--- src/rtl/vga_color_sink_if.sv ---
`default_nettype none
// ============================================================================
// Module      : vga_color_sink_if
// Description : Colour-word input and VGA pin/timing outputs of the
//               vga_color_sink display block, bundled as one interface.
//               The colour generator side uses the master modport and the
//               display sink uses the slave modport.
// Revision    : 1.0 - initial release
// ============================================================================
interface vga_color_sink_if;
    logic [7:0] RGB_in;
    logic [2:0] VGA_R;
    logic [2:0] VGA_G;
    logic [1:0] VGA_B;
    logic       HSYNC;
    logic       VSYNC;
    logic       ACTIVE;
    logic [9:0] PIXEL_X;
    logic [9:0] PIXEL_Y;
    logic       FRAME_START;

    // Colour generator side: supplies the colour word, observes timing.
    modport master (
        output RGB_in,
        input  VGA_R, VGA_G, VGA_B, HSYNC, VSYNC, ACTIVE,
        input  PIXEL_X, PIXEL_Y, FRAME_START
    );

    // Display sink side: consumes the colour word, drives pins and timing.
    modport slave (
        input  RGB_in,
        output VGA_R, VGA_G, VGA_B, HSYNC, VSYNC, ACTIVE,
        output PIXEL_X, PIXEL_Y, FRAME_START
    );
endinterface
`default_nettype wire

--- src/rtl/vga_color_sink.sv ---
`default_nettype none
// ============================================================================
// Module      : vga_color_sink
// Description : VGA timing generator and colour output stage. Divides CLK_IN
//               down to the pixel rate, walks the (h,v) raster, latches a
//               frame-stable copy of the RGB332 colour word at every wrap to
//               (0,0) and drives it onto the DAC pins inside the visible area.
//               All outputs are registered and computed from the next raster
//               position so timing, position and colour stay aligned.
// Revision    : 1.0 - initial release
// ============================================================================
module vga_color_sink #(
    parameter int CLK_DIV  = 2,
    parameter int H_ACTIVE = 640,
    parameter int H_FP     = 16,
    parameter int H_SYNC   = 96,
    parameter int H_BP     = 48,
    parameter int V_ACTIVE = 480,
    parameter int V_FP     = 10,
    parameter int V_SYNC   = 2,
    parameter int V_BP     = 33
) (
    input  wire logic          CLK_IN,
    input  wire logic          RESET_N,
    vga_color_sink_if.slave    bus
);

    localparam int c_H_TOTAL = H_ACTIVE + H_FP + H_SYNC + H_BP;
    localparam int c_V_TOTAL = V_ACTIVE + V_FP + V_SYNC + V_BP;

    localparam logic [9:0] c_H_LAST     = 10'(c_H_TOTAL - 1);
    localparam logic [9:0] c_V_LAST     = 10'(c_V_TOTAL - 1);
    localparam logic [9:0] c_H_ACT      = 10'(H_ACTIVE);
    localparam logic [9:0] c_V_ACT      = 10'(V_ACTIVE);
    localparam logic [9:0] c_HS_START   = 10'(H_ACTIVE + H_FP);
    localparam logic [9:0] c_HS_END     = 10'(H_ACTIVE + H_FP + H_SYNC);
    localparam logic [9:0] c_VS_START   = 10'(V_ACTIVE + V_FP);
    localparam logic [9:0] c_VS_END     = 10'(V_ACTIVE + V_FP + V_SYNC);

    // A divider of 1 still needs a one-bit counter that simply sits at zero.
    localparam int                 c_DIV_W    = (CLK_DIV > 1) ? $clog2(CLK_DIV) : 1;
    localparam logic [c_DIV_W-1:0] c_DIV_LAST = c_DIV_W'(CLK_DIV - 1);

    logic [c_DIV_W-1:0] r_div;
    logic [9:0]         r_h;
    logic [9:0]         r_v;
    logic [7:0]         r_color_q;

    logic [2:0]         r_vga_r;
    logic [2:0]         r_vga_g;
    logic [1:0]         r_vga_b;
    logic               r_hsync;
    logic               r_vsync;
    logic               r_active;
    logic               r_frame_start;

    logic               w_pix_en;
    logic               w_h_last;
    logic               w_v_last;
    logic               w_wrap;
    logic [9:0]         w_h_next;
    logic [9:0]         w_v_next;
    logic [7:0]         w_color_next;
    logic               w_active_next;
    logic               w_hsync_next;
    logic               w_vsync_next;

    assign w_pix_en = (r_div == c_DIV_LAST);

    // Next raster position and the output values that belong to it.
    always_comb begin
        w_h_last      = (r_h == c_H_LAST);
        w_v_last      = (r_v == c_V_LAST);
        w_h_next      = w_h_last ? 10'd0 : r_h + 10'd1;
        w_v_next      = r_v;
        if (w_h_last) begin
            w_v_next  = w_v_last ? 10'd0 : r_v + 10'd1;
        end
        w_wrap        = w_pix_en && w_h_last && w_v_last;
        // The colour for pixel (0,0) of the new frame is the one captured now.
        w_color_next  = w_wrap ? bus.RGB_in : r_color_q;
        w_active_next = (w_h_next < c_H_ACT) && (w_v_next < c_V_ACT);
        w_hsync_next  = !((w_h_next >= c_HS_START) && (w_h_next < c_HS_END));
        w_vsync_next  = !((w_v_next >= c_VS_START) && (w_v_next < c_VS_END));
    end

    // Pixel-rate divider: free-running modulo CLK_DIV counter.
    always_ff @(posedge CLK_IN or negedge RESET_N) begin
        if (!RESET_N) begin
            r_div <= '0;
        end else if (w_pix_en) begin
            r_div <= '0;
        end else begin
            r_div <= r_div + 1'b1;
        end
    end

    // Raster counters and frame-stable colour shadow, advanced per pixel.
    always_ff @(posedge CLK_IN or negedge RESET_N) begin
        if (!RESET_N) begin
            r_h       <= 10'd0;
            r_v       <= 10'd0;
            r_color_q <= 8'h00;
        end else if (w_pix_en) begin
            r_h       <= w_h_next;
            r_v       <= w_v_next;
            r_color_q <= w_color_next;
        end
    end

    // Registered pin/timing outputs, all taken from the new raster position.
    always_ff @(posedge CLK_IN or negedge RESET_N) begin
        if (!RESET_N) begin
            r_vga_r  <= 3'd0;
            r_vga_g  <= 3'd0;
            r_vga_b  <= 2'd0;
            r_hsync  <= 1'b1;
            r_vsync  <= 1'b1;
            r_active <= 1'b0;
        end else if (w_pix_en) begin
            r_vga_r  <= w_active_next ? w_color_next[7:5] : 3'd0;
            r_vga_g  <= w_active_next ? w_color_next[4:2] : 3'd0;
            r_vga_b  <= w_active_next ? w_color_next[1:0] : 2'd0;
            r_hsync  <= w_hsync_next;
            r_vsync  <= w_vsync_next;
            r_active <= w_active_next;
        end
    end

    // Frame-start strobe: high for exactly the CLK_IN cycle after a wrap.
    always_ff @(posedge CLK_IN or negedge RESET_N) begin
        if (!RESET_N) begin
            r_frame_start <= 1'b0;
        end else begin
            r_frame_start <= w_wrap;
        end
    end

    assign bus.VGA_R       = r_vga_r;
    assign bus.VGA_G       = r_vga_g;
    assign bus.VGA_B       = r_vga_b;
    assign bus.HSYNC       = r_hsync;
    assign bus.VSYNC       = r_vsync;
    assign bus.ACTIVE      = r_active;
    assign bus.PIXEL_X     = r_h;
    assign bus.PIXEL_Y     = r_v;
    assign bus.FRAME_START = r_frame_start;

endmodule
`default_nettype wire

--- src/flat_wrapper.sv ---
// flat-port wrapper written by rule: the top's interface ports become plain ports
module vga_color_sink_flat 
#(
    parameter int CLK_DIV  = 2,
    parameter int H_ACTIVE = 640,
    parameter int H_FP     = 16,
    parameter int H_SYNC   = 96,
    parameter int H_BP     = 48,
    parameter int V_ACTIVE = 480,
    parameter int V_FP     = 10,
    parameter int V_SYNC   = 2,
    parameter int V_BP     = 33
)
  (CLK_IN, RESET_N, bus_RGB_in, bus_VGA_R, bus_VGA_G, bus_VGA_B, bus_HSYNC, bus_VSYNC, bus_ACTIVE, bus_PIXEL_X, bus_PIXEL_Y, bus_FRAME_START);
  vga_color_sink_if bus_i ();
  input  wire logic CLK_IN;
  input  wire logic RESET_N;
  input wire logic [$bits(bus_i.RGB_in)-1:0] bus_RGB_in;
  output wire logic [$bits(bus_i.VGA_R)-1:0] bus_VGA_R;
  output wire logic [$bits(bus_i.VGA_G)-1:0] bus_VGA_G;
  output wire logic [$bits(bus_i.VGA_B)-1:0] bus_VGA_B;
  output wire logic [$bits(bus_i.HSYNC)-1:0] bus_HSYNC;
  output wire logic [$bits(bus_i.VSYNC)-1:0] bus_VSYNC;
  output wire logic [$bits(bus_i.ACTIVE)-1:0] bus_ACTIVE;
  output wire logic [$bits(bus_i.PIXEL_X)-1:0] bus_PIXEL_X;
  output wire logic [$bits(bus_i.PIXEL_Y)-1:0] bus_PIXEL_Y;
  output wire logic [$bits(bus_i.FRAME_START)-1:0] bus_FRAME_START;
  assign bus_i.RGB_in = bus_RGB_in;
  assign bus_VGA_R = bus_i.VGA_R;
  assign bus_VGA_G = bus_i.VGA_G;
  assign bus_VGA_B = bus_i.VGA_B;
  assign bus_HSYNC = bus_i.HSYNC;
  assign bus_VSYNC = bus_i.VSYNC;
  assign bus_ACTIVE = bus_i.ACTIVE;
  assign bus_PIXEL_X = bus_i.PIXEL_X;
  assign bus_PIXEL_Y = bus_i.PIXEL_Y;
  assign bus_FRAME_START = bus_i.FRAME_START;
  vga_color_sink #(.CLK_DIV(CLK_DIV), .H_ACTIVE(H_ACTIVE), .H_FP(H_FP), .H_SYNC(H_SYNC), .H_BP(H_BP), .V_ACTIVE(V_ACTIVE), .V_FP(V_FP), .V_SYNC(V_SYNC), .V_BP(V_BP)) u_core (.CLK_IN(CLK_IN), .RESET_N(RESET_N), .bus(bus_i));
endmodule
--- config.mk ---
export PLATFORM = sky130hd
export DESIGN_NAME = vga_color_sink_flat
export DESIGN_NICKNAME = d
export VERILOG_FILES = /design/src/rtl/vga_color_sink_if.sv /design/src/rtl/vga_color_sink.sv /design/src/flat_wrapper.sv
export SDC_FILE = /design/constraint.sdc
export NUM_CORES = 1
export LEC_CHECK = 0
export BUFFER_PORTS_ARGS = -buffer_cell sky130_fd_sc_hd__buf_2
export CORE_MARGIN = 2
export CORE_UTILIZATION = 33
export CTS_CLUSTER_SIZE = 25
export DETAILED_ROUTE_END_ITERATION = 7
export GPL_TIMING_DRIVEN = 0
export PLACE_DENSITY = 0.58
export SLEW_MARGIN = 20
export SYNTH_ARGS = -nofsm -noshare
export SYNTH_HDL_FRONTEND = slang
export SYNTH_SLANG_ARGS = --single-unit
--- constraint.sdc ---
create_clock -name CLK_IN -period 2.26 [get_ports CLK_IN]
set_input_delay 0.113 -clock CLK_IN [delete_from_list [all_inputs] [get_ports CLK_IN]]
set_output_delay 0.113 -clock CLK_IN [all_outputs]
set_load 0.01 [all_outputs]
## Yosys cells after proc, flatten, opt, wreduce, memory -nomap -nowiden

Index checks and enable logic that the tools add are counted.

| storage, ports and cells | value |
|---|---|
| bits in registers | 41 |
| latch bits | 0 |
| memory bits (writable) | 0 |
| memory bits (read-only) | 0 |
| bits of input ports | 10 |
| output and inout bits | 32 |
| word-level logic and storage cells | 37 |
| memories kept | 0 |

| cells by class | value |
|---|---|
| $add $sub $neg | 3 |
| multipliers | 0 |
| divide/modulo/power cells | 0 |
| order comparisons | 6 |
| equality and inequality tests | 2 |
| shift-type cells | 0 |
| multiplexer cells | 8 |
| bitwise operators | 0 |
| reductions and logical operators | 7 |

Operator list:

| kind | count |
|---|---|
| 10-bit two-way mux | 3 |
| 10-bit by 1-bit adder with 10-bit output (second input constant) | 2 |
| 10-bit equality test (second input constant) | 2 |
| 10-bit less-than comparator (second input constant) | 2 |
| 10-bit by 9-bit less-than comparator with 1-bit output (second input constant) | 2 |
| 10-bit greater-or-equal comparator (second input constant) | 1 |
| 10-bit by 9-bit greater-or-equal comparator with 1-bit output (second input constant) | 1 |
| 8-bit two-way mux | 1 |
| 3-bit two-way mux | 2 |
| 1-bit logical AND | 5 |
| 1-bit zero test | 2 |
| 2-bit two-way mux | 1 |
| 1-bit adder (second input constant) | 1 |
| 1-bit two-way mux | 1 |

## Depth between registers and ports, before layout

| depth | value |
|---|---|
| depth after elaboration | 6 |
| mapped depth | 9 |

## Least setup slack after synthesis

Ideal clock, no wire load.

| timing path | value |
|---|---|
| path type | reg2reg |
| from | register u_core.r_h[0] (netlist: u_core.bus.PIXEL_X[0]) |
| to | register u_core.r_vga_b[0] (netlist: u_core.bus.VGA_B[0]) |
| arrival time | 2.162 ns |
| required time | 2.182 ns |
| setup slack | 0.019 ns |
| stages on the path, launching flop included | 9 |
| period minus slack after synthesis | 2.241 ns |
| cells stage by stage | dfrtp_1 > ha_1 > nand4_2 > or3_1 > buf_2 > a221o_1 > o311ai_2 > o311ai_4 > o2bb2ai_1 |

| on the way | value |
|---|---|
| longest elaborated chain between the ends | 5 |

RTL lines:

| element | RTL line | source |
|---|---|---|
| start, declared | vga_color_sink.sv:45 | `logic [9:0] r_h;` |
| start signal, assigned | vga_color_sink.sv:105 | `r_h <= w_h_next;` |
| 10-bit by 1-bit adder with 10-bit output or 10-bit equality test (tied branches) | vga_color_sink.sv:74, vga_color_sink.sv:72 |  |
| 10-bit two-way mux, or another cell as far along | vga_color_sink.sv:74 | `w_h_next = w_h_last ? 10'd0 : r_h + 10'd1;` |
| 10-bit less-than comparator, or another cell as far along | vga_color_sink.sv:82 | `w_active_next = (w_h_next < c_H_ACT) && (w_v_next < c_V_ACT);` |
| 1-bit logical AND or 8-bit two-way mux (tied branches) | vga_color_sink.sv:82, vga_color_sink.sv:81 |  |
| 2-bit two-way mux (*) | vga_color_sink.sv:123 | `r_vga_b <= w_active_next ? w_color_next[1:0] : 2'd0;` |
| end signal, assigned | vga_color_sink.sv:123 |  |
| end, declared | vga_color_sink.sv:51 | `logic [1:0] r_vga_b;` |

Every way passes the cells marked *; elsewhere a longest branch is shown, timed or not.
A chain may end at the register's enable or synchronous reset.

## Final worst setup path

| timing path | value |
|---|---|
| from | register u_core.r_h[1] (netlist: u_core.bus.PIXEL_X[1]) |
| to | register u_core.r_vga_g[1] (netlist: u_core.bus.VGA_G[1]) |

| on the way | value |
|---|---|
| longest elaborated chain between the ends | 5 |

RTL lines:

| element | RTL line | source |
|---|---|---|
| 10-bit by 1-bit adder with 10-bit output or 10-bit equality test (tied branches) | vga_color_sink.sv:74, vga_color_sink.sv:72 |  |
| 10-bit two-way mux, or another cell as far along | vga_color_sink.sv:74 |  |
| 10-bit less-than comparator, or another cell as far along | vga_color_sink.sv:82 |  |
| 1-bit logical AND or 8-bit two-way mux (tied branches) | vga_color_sink.sv:82, vga_color_sink.sv:81 |  |
| 3-bit two-way mux (*) | vga_color_sink.sv:122 | `r_vga_g <= w_active_next ? w_color_next[4:2] : 3'd0;` |
| end signal, assigned | vga_color_sink.sv:122 |  |
| end, declared | vga_color_sink.sv:50 | `logic [2:0] r_vga_g;` |

Marked as above.

==> flow_metrics.env <==
export IMPL_status="finished, final reports clean"
export IMPL_combPwrFrac=0.043
export IMPL_worst_pin_slew_ns=0.940
export IMPL_netlist_area_sq_um=2360
export IMPL_first_pass_iters=4
export IMPL_hp_class="in2reg"
export IMPL_wl_um=5900
export IMPL_cp_end_kind="flip-flop"
export IMPL_r2r_cells=8
export IMPL_r2r_end="u_core.bus.VGA_G[1]$_DFFE_PN0P_"
export IMPL_vdd_drop_max_mv=0.297
export IMPL_internal_power_uw=1020
export IMPL_gr_usage_met2=0.252
export IMPL_cp_depth=8
export IMPL_fin_skew_ns=0.00789
export IMPL_drtIter0Drc=101
export IMPL_dieHeight_um=88.7
export IMPL_postSynthCellCount=238
export IMPL_start_util=0.344
export IMPL_grtUsageMet1=0.223
export IMPL_fin_crit_sh=0.993
export IMPL_fillers=677
export IMPL_setup_viol=0
export IMPL_synth_flop_cell="dfrtp_1"
export IMPL_cts_buffers=5
export IMPL_antenna_found_initial=0
export IMPL_ys_ff_latch=41
export IMPL_overflow=0
export IMPL_die_area_sq_um=7860
export IMPL_cp_required_ns=2.48
export IMPL_ant_nets=0
export IMPL_yosysWarnings=0
export IMPL_cap_violations=0
export IMPL_grt_max_degree=42
export IMPL_clock_path_buffers=2
export IMPL_synth_area_leader_cell="dfrtp_1"
export IMPL_place_gp_congestion=0.829
export IMPL_grt_pass1_vias=2003
export IMPL_whs_endpoint="u_core.r_color_q[3]$_DFFE_PN0P_"
export IMPL_p_leak_uw=0.00138
export IMPL_hold_ws_ns=0.0380
export IMPL_wire_per_inst_um=14.9
export IMPL_synth_distinct_cells=51
export IMPL_vias_per_cell=5.15
export IMPL_cp_arrival_ns=2.46
export IMPL_core_sq_um=6870
export IMPL_grtUsageTotal=0.163
export IMPL_reg2reg_slack_ns=0.01
export IMPL_rows=30
export IMPL_area_growth_syn_to_layout_pct=29.4
export IMPL_synth_fp_nets=251
export IMPL_whs_path_depth=2
export IMPL_cts_root_buf="clkbuf_8"
export IMPL_regArea_sq_um=1030
export IMPL_vias=2046
export IMPL_syn_avg_cell_area_sq_um=9.94
export IMPL_final_util=0.445
export IMPL_timing_hold_violations_final=0
export IMPL_power_switching_uw=297
export IMPL_crit_top_cell="o311ai_4"
export IMPL_path_cells="ha_4 > nand4_4 > or3_1 > buf_6 > a221o_1 > o311ai_4 > o311ai_4 > o2bb2ai_1"
export IMPL_path_clk_slew_ns=0.08
export IMPL_clockPowerShare=0.384
export IMPL_fin_crit_ns=2.25
export IMPL_clock_sinks=41
export IMPL_startpoint="u_core.bus.PIXEL_X[1]$_DFFE_PN0P_"
export IMPL_hp_start="bus_RGB_in[3]"
export IMPL_use_met3=0.0308
export IMPL_top_level_ports=42
export IMPL_critPathLaunchType="flip-flop"
export IMPL_cts_tree="built"
export IMPL_synth_top_area_frac=0.413
export IMPL_cpLargestDelayFamily="compound AO/OA/AOI/OAI gates"
export IMPL_worstReg2RegStart="u_core.bus.PIXEL_X[1]$_DFFE_PN0P_"
export IMPL_max_slew_margin=0.374
export IMPL_grt_most_used_layer="met2"
export IMPL_clk_latency_ns=0.30
export IMPL_fmax_ghz=0.445
export IMPL_hpwl_um=3890
export IMPL_htreeDepth=2
export IMPL_multi_input_comb_area_sq_um=1350
export IMPL_layout_nets=313
export IMPL_layout_drive_gt1_share=0.339
export IMPL_switching_share=0.226
export IMPL_port_buffers=41
export IMPL_path_class="reg2reg"
export IMPL_synthTopCellsByArea="dfrtp_1 (41%), mux2_1 (7.1%), nand2_1 (4.0%)"
export IMPL_critPathMaxStageDelay_ns=0.40
export IMPL_die_width_um=88.7
export IMPL_synth_edf_count=0
export IMPL_slew_viol_final=0
export IMPL_crit_buf_inv=1
export IMPL_async_flop_share=1.00
export IMPL_p_per_area_nw_per_um2=431
export IMPL_cp_slowest_cell="dfrtp_1"
export IMPL_worstPathMaxFanout=5
export IMPL_pwr_share_seq=0.574
export IMPL_rsz0062_at_grt="yes"
export IMPL_grt_pass1_wl_um=9970
export IMPL_yosysSeqAreaShare=0.435
export IMPL_drcViolationCount=0
export IMPL_antenna_cells=0
metrics by stage:
step	cells	power, uW	worst slack, ns	cell area [sq um]	TNS [ns]
finish	397	1320	0.0147	3060	0
global route	397	1390	-0.0424	3060	-0.199
CTS	393	1340	0.00769	2980	0
detailed placement	375	823	-0.379	2690	-6.92
global placement	375	822	-0.373	2690	-6.75
floorplan	238	788	0.0194	2360	0
how the worst max path moves through the flow:
stage / endpoint / slack (ns)
after global routing: u_core.bus.VGA_R[2]$_DFFE_PN0P_ / -0.04
after global placement: u_core.bus.VGA_G[1]$_DFFE_PN0P_ / -0.37
after detailed placement: u_core.bus.VGA_B[0]$_DFFE_PN0P_ / -0.38
final: u_core.bus.VGA_G[1]$_DFFE_PN0P_ / 0.01
after CTS: u_core.bus.VGA_B[1]$_DFFE_PN0P_ / 0.008
after floorplan: u_core.bus.VGA_B[0]$_DFFE_PN0P_ / 0.02
placed cells by master, fill, tap and decap left out, types with 6 or more instances in the layout:
cell | netlist | final
nand4_1 | 7 | 7
nor2_1 | 9 | 9
o21ai_1 | 8 | 8
xnor2_1 | 10 | 9
buf_4 | 1 | 15
o21ai_0 | 7 | 7
clkbuf_1 | 14 | 9
a21oi_1 | 7 | 7
inv_1 | 6 | 6
mux2_1 | 15 | 15
nand3_1 | 13 | 13
dfrtp_1 | 39 | 35
buf_2 | 6 | 43
clkbuf_8 | 0 | 6
nand2_1 | 25 | 25
routing by layer:
layer  wire (um)  vias to the layer above
li1            -                      994
met1        2850                     1001
met2        2670                       40
met3         247                       11
met4         129                        0
met5           0                        -
state kept, by name, summed over array words and instances, names as in the netlist:
register                count
u_core.bus.PIXEL_X         10
u_core.r_color_q            8
u_core.bus.VGA_R            3
u_core.r_div                1
u_core.bus.VSYNC            1
u_core.bus.HSYNC            1
u_core.bus.PIXEL_Y         10
u_core.bus.ACTIVE           1
u_core.bus.VGA_G            3
u_core.bus.FRAME_START      1
u_core.bus.VGA_B            2
synthesized netlist by cell type, drive strengths merged, types with 2 or more instances:
cell and instances:
and3 3, o2bb2ai 8, a21oi 7, nand3 13, inv 7, buf 7, or3 5, clkbuf 14
o21ai 15, and2 4, nor2 9, a211oi 3, dfrtp 39, dfstp 2, ha 3, a31oi 3
xnor2 10, mux2 17, nor3 3, nand2 26, o31ai 4, o311ai 2, nand2b 3, nor4 3
and4 3, nand4 8, mux2i 2
repair_timing:
action,CTS,global route
pin swaps,10,12
resized for setup,19,15
endpoints found under the setup margin,27,18
hold buffers,1,0
gates cloned,1,0
buffers inserted,10,5
hold endpoints to repair,39,0
power by group through the flow:
stage,Sequential [uW],Clock (uW),Combinational [uW]
finish,755,505,56.2
global route,758,562,65.2
CTS,754,535,55.4
detailed placement,769,0,53.9
global placement,769,0,53.1
floorplan,772,0,16.3
cell type report:
cell class	count	share of cell area
clock buffer	6	0.0270
inverter	7	0.00859
timing repair buffer	57	0.107
buffer	18	0.0348
tap	96	0.0393
multi-input combinational	170	0.441
sequential	41	0.338
clock inverter	2	0.00450
logic make-up (layout without fill, tap and decap cells):
family	count (synthesis)	in the layout	share of synthesized area
DFF	41	41	0.435
buffers and inverters	28	90	0.0492
AOI/OAI and AO/OA	53	54	0.167
muxes	19	19	0.0894
xor gates and xnor gates	11	11	0.0407
and+or+nand+nor	83	83	0.203
adders and majority gates	3	3	0.0159
Note: power is estimated with default switching activity, not from simulation.
